===== src/rtl/regfile_write_arbiter_if.sv =====
// Writeback bus between the two requesters and the register-file write arbiter.
// master = requester side, slave = arbiter side.
interface regfile_write_arbiter_if #(
    parameter int XLEN = 64,
    parameter int AW   = 5
);
    logic            req0_valid;
    logic            req0_ready;
    logic [AW-1:0]   req0_rd_addr;
    logic [XLEN-1:0] req0_rd_data;
    logic            req1_valid;
    logic            req1_ready;
    logic [AW-1:0]   req1_rd_addr;
    logic [XLEN-1:0] req1_rd_data;
    logic            reg_write;
    logic [AW-1:0]   rd_addr;
    logic [XLEN-1:0] rd_data;

    modport master (
        output req0_valid, req0_rd_addr, req0_rd_data,
        output req1_valid, req1_rd_addr, req1_rd_data,
        input  req0_ready, req1_ready,
        input  reg_write, rd_addr, rd_data
    );

    modport slave (
        input  req0_valid, req0_rd_addr, req0_rd_data,
        input  req1_valid, req1_rd_addr, req1_rd_data,
        output req0_ready, req1_ready,
        output reg_write, rd_addr, rd_data
    );
endinterface


===== src/rtl/regfile_write_arbiter.sv =====
// Round-robin arbiter for the single register-file write port, with a registered write-out stage.
// Define RF_SCOREBOARD_EN to build the per-register busy scoreboard.
module regfile_write_arbiter #(
    parameter int  XLEN = 64,
    parameter int  NREG = 32,
    localparam int AW   = $clog2(NREG)
) (
    input  logic                    clk,
    input  logic                    rst,
    regfile_write_arbiter_if.slave  wr,
    input  logic                    issue_valid,
    input  logic [AW-1:0]           issue_rd,
    input  logic [AW-1:0]           rs1_addr,
    input  logic [AW-1:0]           rs2_addr,
    output logic                    rs1_busy,
    output logic                    rs2_busy
);
    typedef enum logic {
        PRIO_REQ0 = 1'b0,
        PRIO_REQ1 = 1'b1
    } prio_t;

    prio_t           prio_reg, prio_next;
    logic            grant0, grant1;
    logic            reg_write_reg;
    logic [AW-1:0]   rd_addr_reg;
    logic [XLEN-1:0] rd_data_reg;
    logic [AW-1:0]   sel_addr;
    logic [XLEN-1:0] sel_data;

    always_ff @(posedge clk) begin
        if (rst) begin
            prio_reg <= PRIO_REQ0;
        end else begin
            prio_reg <= prio_next;
        end
    end

    // The loser of every grant takes priority next, so contention alternates.
    always_comb begin
        grant0    = 1'b0;
        grant1    = 1'b0;
        prio_next = prio_reg;
        if (!rst) begin
            if (wr.req0_valid && (!wr.req1_valid || prio_reg == PRIO_REQ0)) begin
                grant0 = 1'b1;
            end else if (wr.req1_valid) begin
                grant1 = 1'b1;
            end
        end
        if (grant0) begin
            prio_next = PRIO_REQ1;
        end else if (grant1) begin
            prio_next = PRIO_REQ0;
        end
    end

    assign wr.req0_ready = grant0;
    assign wr.req1_ready = grant1;

    assign sel_addr = grant1 ? wr.req1_rd_addr : wr.req0_rd_addr;
    assign sel_data = grant1 ? wr.req1_rd_data : wr.req0_rd_data;

    // Writes to x0 complete the handshake but never reach the register file.
    always_ff @(posedge clk) begin
        if (rst) begin
            reg_write_reg <= 1'b0;
            rd_addr_reg   <= '0;
            rd_data_reg   <= '0;
        end else if (grant0 || grant1) begin
            reg_write_reg <= (sel_addr != '0);
            rd_addr_reg   <= sel_addr;
            rd_data_reg   <= sel_data;
        end else begin
            reg_write_reg <= 1'b0;
        end
    end

    assign wr.reg_write = reg_write_reg;
    assign wr.rd_addr   = rd_addr_reg;
    assign wr.rd_data   = rd_data_reg;

`ifdef RF_SCOREBOARD_EN
    logic [NREG-1:0] busy_reg;
    logic [NREG-1:0] busy_next;

    // A new issue to the same register overrides the clear from a committing write.
    for (genvar gi = 0; gi < NREG; gi++) begin : g_busy
        if (gi == 0) begin : g_x0
            assign busy_next[gi] = 1'b0;
        end else begin : g_reg
            assign busy_next[gi] = (issue_valid && issue_rd == AW'(gi)) ||
                                   (busy_reg[gi] && !(reg_write_reg && rd_addr_reg == AW'(gi)));
        end
    end

    always_ff @(posedge clk) begin
        if (rst) begin
            busy_reg <= '0;
        end else begin
            busy_reg <= busy_next;
        end
    end

    assign rs1_busy = busy_reg[rs1_addr];
    assign rs2_busy = busy_reg[rs2_addr];
`else
    logic unused_scoreboard_inputs;
    assign unused_scoreboard_inputs = ^{issue_valid, issue_rd, rs1_addr, rs2_addr};
    assign rs1_busy = 1'b0;
    assign rs2_busy = 1'b0;
`endif
endmodule

===== src/flat_wrapper.sv =====
// flat-port wrapper written by rule: the top's interface ports become plain ports
module regfile_write_arbiter_flat 
#(
    parameter int  XLEN = 64,
    parameter int  NREG = 32,
    localparam int AW   = $clog2(NREG)
)
  (clk, rst, issue_valid, issue_rd, rs1_addr, rs2_addr, rs1_busy, rs2_busy, wr_req0_valid, wr_req0_rd_addr, wr_req0_rd_data, wr_req1_valid, wr_req1_rd_addr, wr_req1_rd_data, wr_req0_ready, wr_req1_ready, wr_reg_write, wr_rd_addr, wr_rd_data);
  regfile_write_arbiter_if #(.XLEN(XLEN)) wr_i ();
  input  logic clk;
  input  logic rst;
  input  logic issue_valid;
  input  logic [AW-1:0] issue_rd;
  input  logic [AW-1:0] rs1_addr;
  input  logic [AW-1:0] rs2_addr;
  output logic rs1_busy;
  output logic rs2_busy;
  input wire logic [$bits(wr_i.req0_valid)-1:0] wr_req0_valid;
  input wire logic [$bits(wr_i.req0_rd_addr)-1:0] wr_req0_rd_addr;
  input wire logic [$bits(wr_i.req0_rd_data)-1:0] wr_req0_rd_data;
  input wire logic [$bits(wr_i.req1_valid)-1:0] wr_req1_valid;
  input wire logic [$bits(wr_i.req1_rd_addr)-1:0] wr_req1_rd_addr;
  input wire logic [$bits(wr_i.req1_rd_data)-1:0] wr_req1_rd_data;
  output wire logic [$bits(wr_i.req0_ready)-1:0] wr_req0_ready;
  output wire logic [$bits(wr_i.req1_ready)-1:0] wr_req1_ready;
  output wire logic [$bits(wr_i.reg_write)-1:0] wr_reg_write;
  output wire logic [$bits(wr_i.rd_addr)-1:0] wr_rd_addr;
  output wire logic [$bits(wr_i.rd_data)-1:0] wr_rd_data;
  assign wr_i.req0_valid = wr_req0_valid;
  assign wr_i.req0_rd_addr = wr_req0_rd_addr;
  assign wr_i.req0_rd_data = wr_req0_rd_data;
  assign wr_i.req1_valid = wr_req1_valid;
  assign wr_i.req1_rd_addr = wr_req1_rd_addr;
  assign wr_i.req1_rd_data = wr_req1_rd_data;
  assign wr_req0_ready = wr_i.req0_ready;
  assign wr_req1_ready = wr_i.req1_ready;
  assign wr_reg_write = wr_i.reg_write;
  assign wr_rd_addr = wr_i.rd_addr;
  assign wr_rd_data = wr_i.rd_data;
  regfile_write_arbiter #(.XLEN(XLEN), .NREG(NREG)) u_core (.clk(clk), .rst(rst), .wr(wr_i), .issue_valid(issue_valid), .issue_rd(issue_rd), .rs1_addr(rs1_addr), .rs2_addr(rs2_addr), .rs1_busy(rs1_busy), .rs2_busy(rs2_busy));
endmodule

===== config.mk =====
export PLATFORM = sky130hd
export DESIGN_NAME = regfile_write_arbiter_flat
export DESIGN_NICKNAME = d
export VERILOG_FILES = /design/src/rtl/regfile_write_arbiter_if.sv /design/src/rtl/regfile_write_arbiter.sv /design/src/flat_wrapper.sv
export SDC_FILE = /design/constraint.sdc
export NUM_CORES = 1
export LEC_CHECK = 0
export CAP_MARGIN = 20
export CORE_ASPECT_RATIO = 0.8
export CORE_MARGIN = 2
export CORE_UTILIZATION = 35
export DETAILED_ROUTE_END_ITERATION = 6
export PLACE_DENSITY = 0.86
export RECOVER_POWER = 50
export SLEW_MARGIN = 20
export SYNTH_ARGS = -nofsm -noshare
export SYNTH_HDL_FRONTEND = slang
export SYNTH_SLANG_ARGS = --single-unit

===== constraint.sdc =====
create_clock -name clk -period 4.5 [get_ports clk]
set_clock_uncertainty 0.2 [all_clocks]
set_input_delay 0.45 -clock clk [delete_from_list [all_inputs] [get_ports clk]]
set_output_delay 0.45 -clock clk [all_outputs]
set_load 0.02 [all_outputs]

---- Word-level counts from Yosys, hierarchy flattened ----
Index checks and enable logic that the tools add are counted.
cells by class
  bitwise operators ....................... 2
  mux-type cells .......................... 9
  reduce and logical (&&, ||, !) cells .... 7
operators with widths
  operator             count
  $mux W64             1
  $mux W1              7
  $mux W5              1
  $reduce_bool A5 Y1   1
  $logic_or A1 B1 Y1   2
  $not A1 Y1           2
  $reduce_bool A2 Y1   1
  $reduce_or A2 Y1     1
  $logic_and A1 B1 Y1  1
  $logic_not A1 Y1     1
word-level totals
  bits of input ports ..................... 158
  output and inout bits ................... 74
  logic and storage cells ................. 22
  register bits ........................... 71

---- Longest topological paths before layout ----
  depth after elaboration ................. 8
  mapped depth ............................ 6
  gate-level depth less buffers ........... 3

---- Worst setup path after synthesis ----
OpenSTA, ideal clock, no wires.
  path kind ............................... in2out
  from .................................... in wr_req1_valid
  to ...................................... out wr_req0_ready
  path buffers ............................ 3
  path slack .............................. 2.360 ns
  data arrival time ....................... 1.490 ns
  cell stages on the path ................. 6
  required time ........................... 3.850 ns
  path through ............................ buf_2 > nor2b_1 > and2_1 > buf_6 > buf_6 > nor2_1
between the ends
  word-level cells in the longest chain between the ends .. 5
ends and longest elaborated chain
  item                 RTL line                     RTL
  start: declaration   flat_wrapper.sv:21           input wire logic [$bits(wr_i.req1_valid)-1:0] wr_req1_valid;
  $logic_not A1 Y1     regfile_write_arbiter.sv:45  if (wr.req0_valid && (!wr.req1_valid || prio_reg == PRIO_REQ0)) begin
  $logic_or A1 B1 Y1   regfile_write_arbiter.sv:45
  $logic_and A1 B1 Y1  regfile_write_arbiter.sv:45
  $mux W1              regfile_write_arbiter.sv:45
  $mux W1              regfile_write_arbiter.sv:44  if (!rst) begin
  end: declaration     flat_wrapper.sv:24           output wire logic [$bits(wr_i.req0_ready)-1:0] wr_req0_ready;
Every way passes these cells.

---- Final worst setup path ----
  from .................................... in wr_req1_valid
  to ...................................... out wr_req1_ready
between the ends
  word-level cells in the longest chain between the ends .. 5
  elaborated cells on any way between the ends .. 6
  those cells by class .................... mux: 3; reduce/logical: 3
ends and longest elaborated chain
  item                 RTL line                     RTL
  $logic_not A1 Y1     regfile_write_arbiter.sv:45
  $logic_or A1 B1 Y1   regfile_write_arbiter.sv:45
  $logic_and A1 B1 Y1  regfile_write_arbiter.sv:45
  $mux W1 (*)          regfile_write_arbiter.sv:45
  $mux W1 (*)          regfile_write_arbiter.sv:44
  end: declaration     flat_wrapper.sv:25           output wire logic [$bits(wr_i.req1_ready)-1:0] wr_req1_ready;
Every way passes the cells marked *; elsewhere a longest branch is shown, timed or not.

==> run summary <==
fin crit period -> 3040 ps
area of the core -> 0.00915 mm²
total negative setup slack -> 0 ps
number of flip-flops in the largest register -> 64
worst-path maximum fanout -> 36
top cells by count, synth -> dfxtp_1 (71), a2111oi_0 (69), a221o_1 (69), inv_1 (69), clkbuf_1 (33)
slowest CP cell -> clkdlybuf4s50_1
Primary FF master, synth -> dfxtp_1
grt total ovfl -> 0
Vias/cell -> 5.77
initial antenna violation count -> 1
Peak supply drop -> 177 µV
Synth Register Bits -> 71
Final HPWL DP -> 7900 µm
area share of the largest cell type after synthesis -> 42.7%
number of global-route vias before repair -> 3607
die height -> 91.2 µm
relative slew slack -> 52.9%
gr usage total -> 22.2%
worst path bufs/invs -> 2
Seq/Total Area, Yosys -> 42.7%
crit path kind -> input pin to output port
failing checks -> design-rule violations
Routed WL -> 11900 µm
Startpoint Class -> input pin
I/O pin total -> 232
Placer Congestion -> 0.765
most numerous cell in the Yosys netlist -> dfxtp_1
crit-path max cell delay -> 700 ps
Netlist Area Pre-Place -> 0.00333 mm²
Async S/R FF share, synth -> 0%
First DRT Iteration DRCs -> 279
Largest delay share family, worst path -> buffers and inverters
WL per Instance -> 18.5 µm
CTS H-tree lvls -> 3
largest net degree at the start of global routing -> 72
CTS max path bufs -> 2
Leakage -> 2.39 nW
worst min path class -> register to register
CTS Buf Count -> 9
critical path arrival -> 2390 ps
Clk Latency, worst-skew pair -> 320 ps
clock-pin slew on the worst setup and hold paths -> 50 ps
RSZ-0062 raised after global routing -> no
# setup viols final -> 0
Post-synth EDFFs -> 0
site row count -> 31
status -> finished with violations
CTS tree -> built
CTS root buf -> clkbuf_16
largest area contributor in the synthesized netlist -> dfxtp_1
WP data required -> 3850 ps
Die X -> 113 µm
max_cap viols -> 0
global-route wire length before repair -> 18600 µm
critical-path cell list -> buf_2 > nor2b_1 > and2_2 > clkdlybuf4s50_1
layout cell share with drive strength beyond 1 -> 5.48%
f_max -> 329 MHz
Clock Sink Count -> 71
Mapped Avg Cell Area -> 9.76 µm²
Post-CTS Setup Bufs -> 0
post-cts resize count -> 0
initial core utilization -> 36.4%
Syn-to-layout area delta -> 70.9%
top post-synthesis cells by area -> dfxtp_1 (43%), a221o_1 (21%), a2111oi_0 (18%)
Syn. warnings -> 0
DR pass1 iterations -> 7
Critical Path End Type -> output port
fillers -> 752
# hold bufs at CTS -> 0
IO Port Bufs -> 213
Final Cycle Share -> 67.6%
WHS -> 266 ps
synth unique cells -> 20
PD cells -> 319 mW/mm²
Synth Instances -> 341
Detail Route Antenna Nets -> 0
Final nets -> 683
final hold vios -> 0
Via Count -> 3720
Die Area -> 0.0103 mm²
Slew Viols, Final -> 0
worst-margin pin slew -> 704 ps
DRC viols -> 13
metrics by stage:
step	utilization (%)	setup slack [ps]	cell area (µm²)	instances	power [mW]
after floorplan	-	2360	3330	342	0.928
after global placement	59.0	1450	5400	628	1.18
after detailed placement	59.0	1450	5400	628	1.19
after CTS	62.0	1450	5670	643	1.85
after global routing	62.1	1360	5690	645	1.89
final	62.1	1460	5690	645	1.81
path summary, 6_finish.rpt:
| check | startpoint | to | slack [ps] | depth (start not counted) |
|---|---|---|---|---|
| max | wr_req1_valid | wr_req1_ready | 1460 | 4 |
| min | u_core.prio_reg$_SDFFE_PP0P_ | u_core.prio_reg$_SDFFE_PP0P_ | 270 | 2 |
| max reg2reg | u_core.prio_reg$_SDFFE_PP0P_ | u_core.wr.rd_data[52]$_SDFFE_PP0P_ | 2490 | 4 |
| min reg2reg | u_core.prio_reg$_SDFFE_PP0P_ | u_core.prio_reg$_SDFFE_PP0P_ | 270 | 2 |
power by group:
group | switching [mW] | internal (mW)
clock | 0.268 | 0.384
sequential | 0.0297 | 0.686
combinational | 0.207 | 0.237
cells by family after synthesis:
kind of cell	synth area share, %
compound gates	39.5
buf+inv	15.4
flops	42.7
simple gates	2.29
other cells	0.113
tightest hold or removal path, delay by kind of cell, from the launching register on:
kind             cells  cell delay (ps)
AND/OR/NAND/NOR      1               60
AO/OA/AOI/OAI        1               60
flip-flops           1              300
cell usage in the layout (no fill, tap or decap), drive strengths merged, types with 2 or more instances in the layout:
cell type,count
a2111oi,69
or4,2
nand2b,2
clkinvlp,4
dlygate4sd3,70
nor2,3
clkdlybuf4s50,141
conb,2
clkbuf,10
inv,69
buf,9
dfxtp,71
a221o,69
a211oi,2
per-layer routing:
metal / vias to the layer above / part of all wire (%) / global-route usage [%]
li1: 1719 / - / -
met1: 1797 / 42 / 28.2
met2: 192 / 48 / 37.2
met3: 12 / 8.9 / 7.21
met4: 0 / 1.1 / 4.27
met5: - / 0 / 0
layout make-up:
cell class              count  area, µm²  area share [%]
repair buffers            220       2180            38.3
flip-flops and latches     71       1420            25.0
multi-input cells         154       1410            24.8
inverters                  69        259            4.55
clock buffers              10        239            4.20
well taps                 115        144            2.53
clock inverters             5       35.0           0.616
diodes                      1       2.50          0.0440
Note: power is estimated with default switching activity, not from simulation.
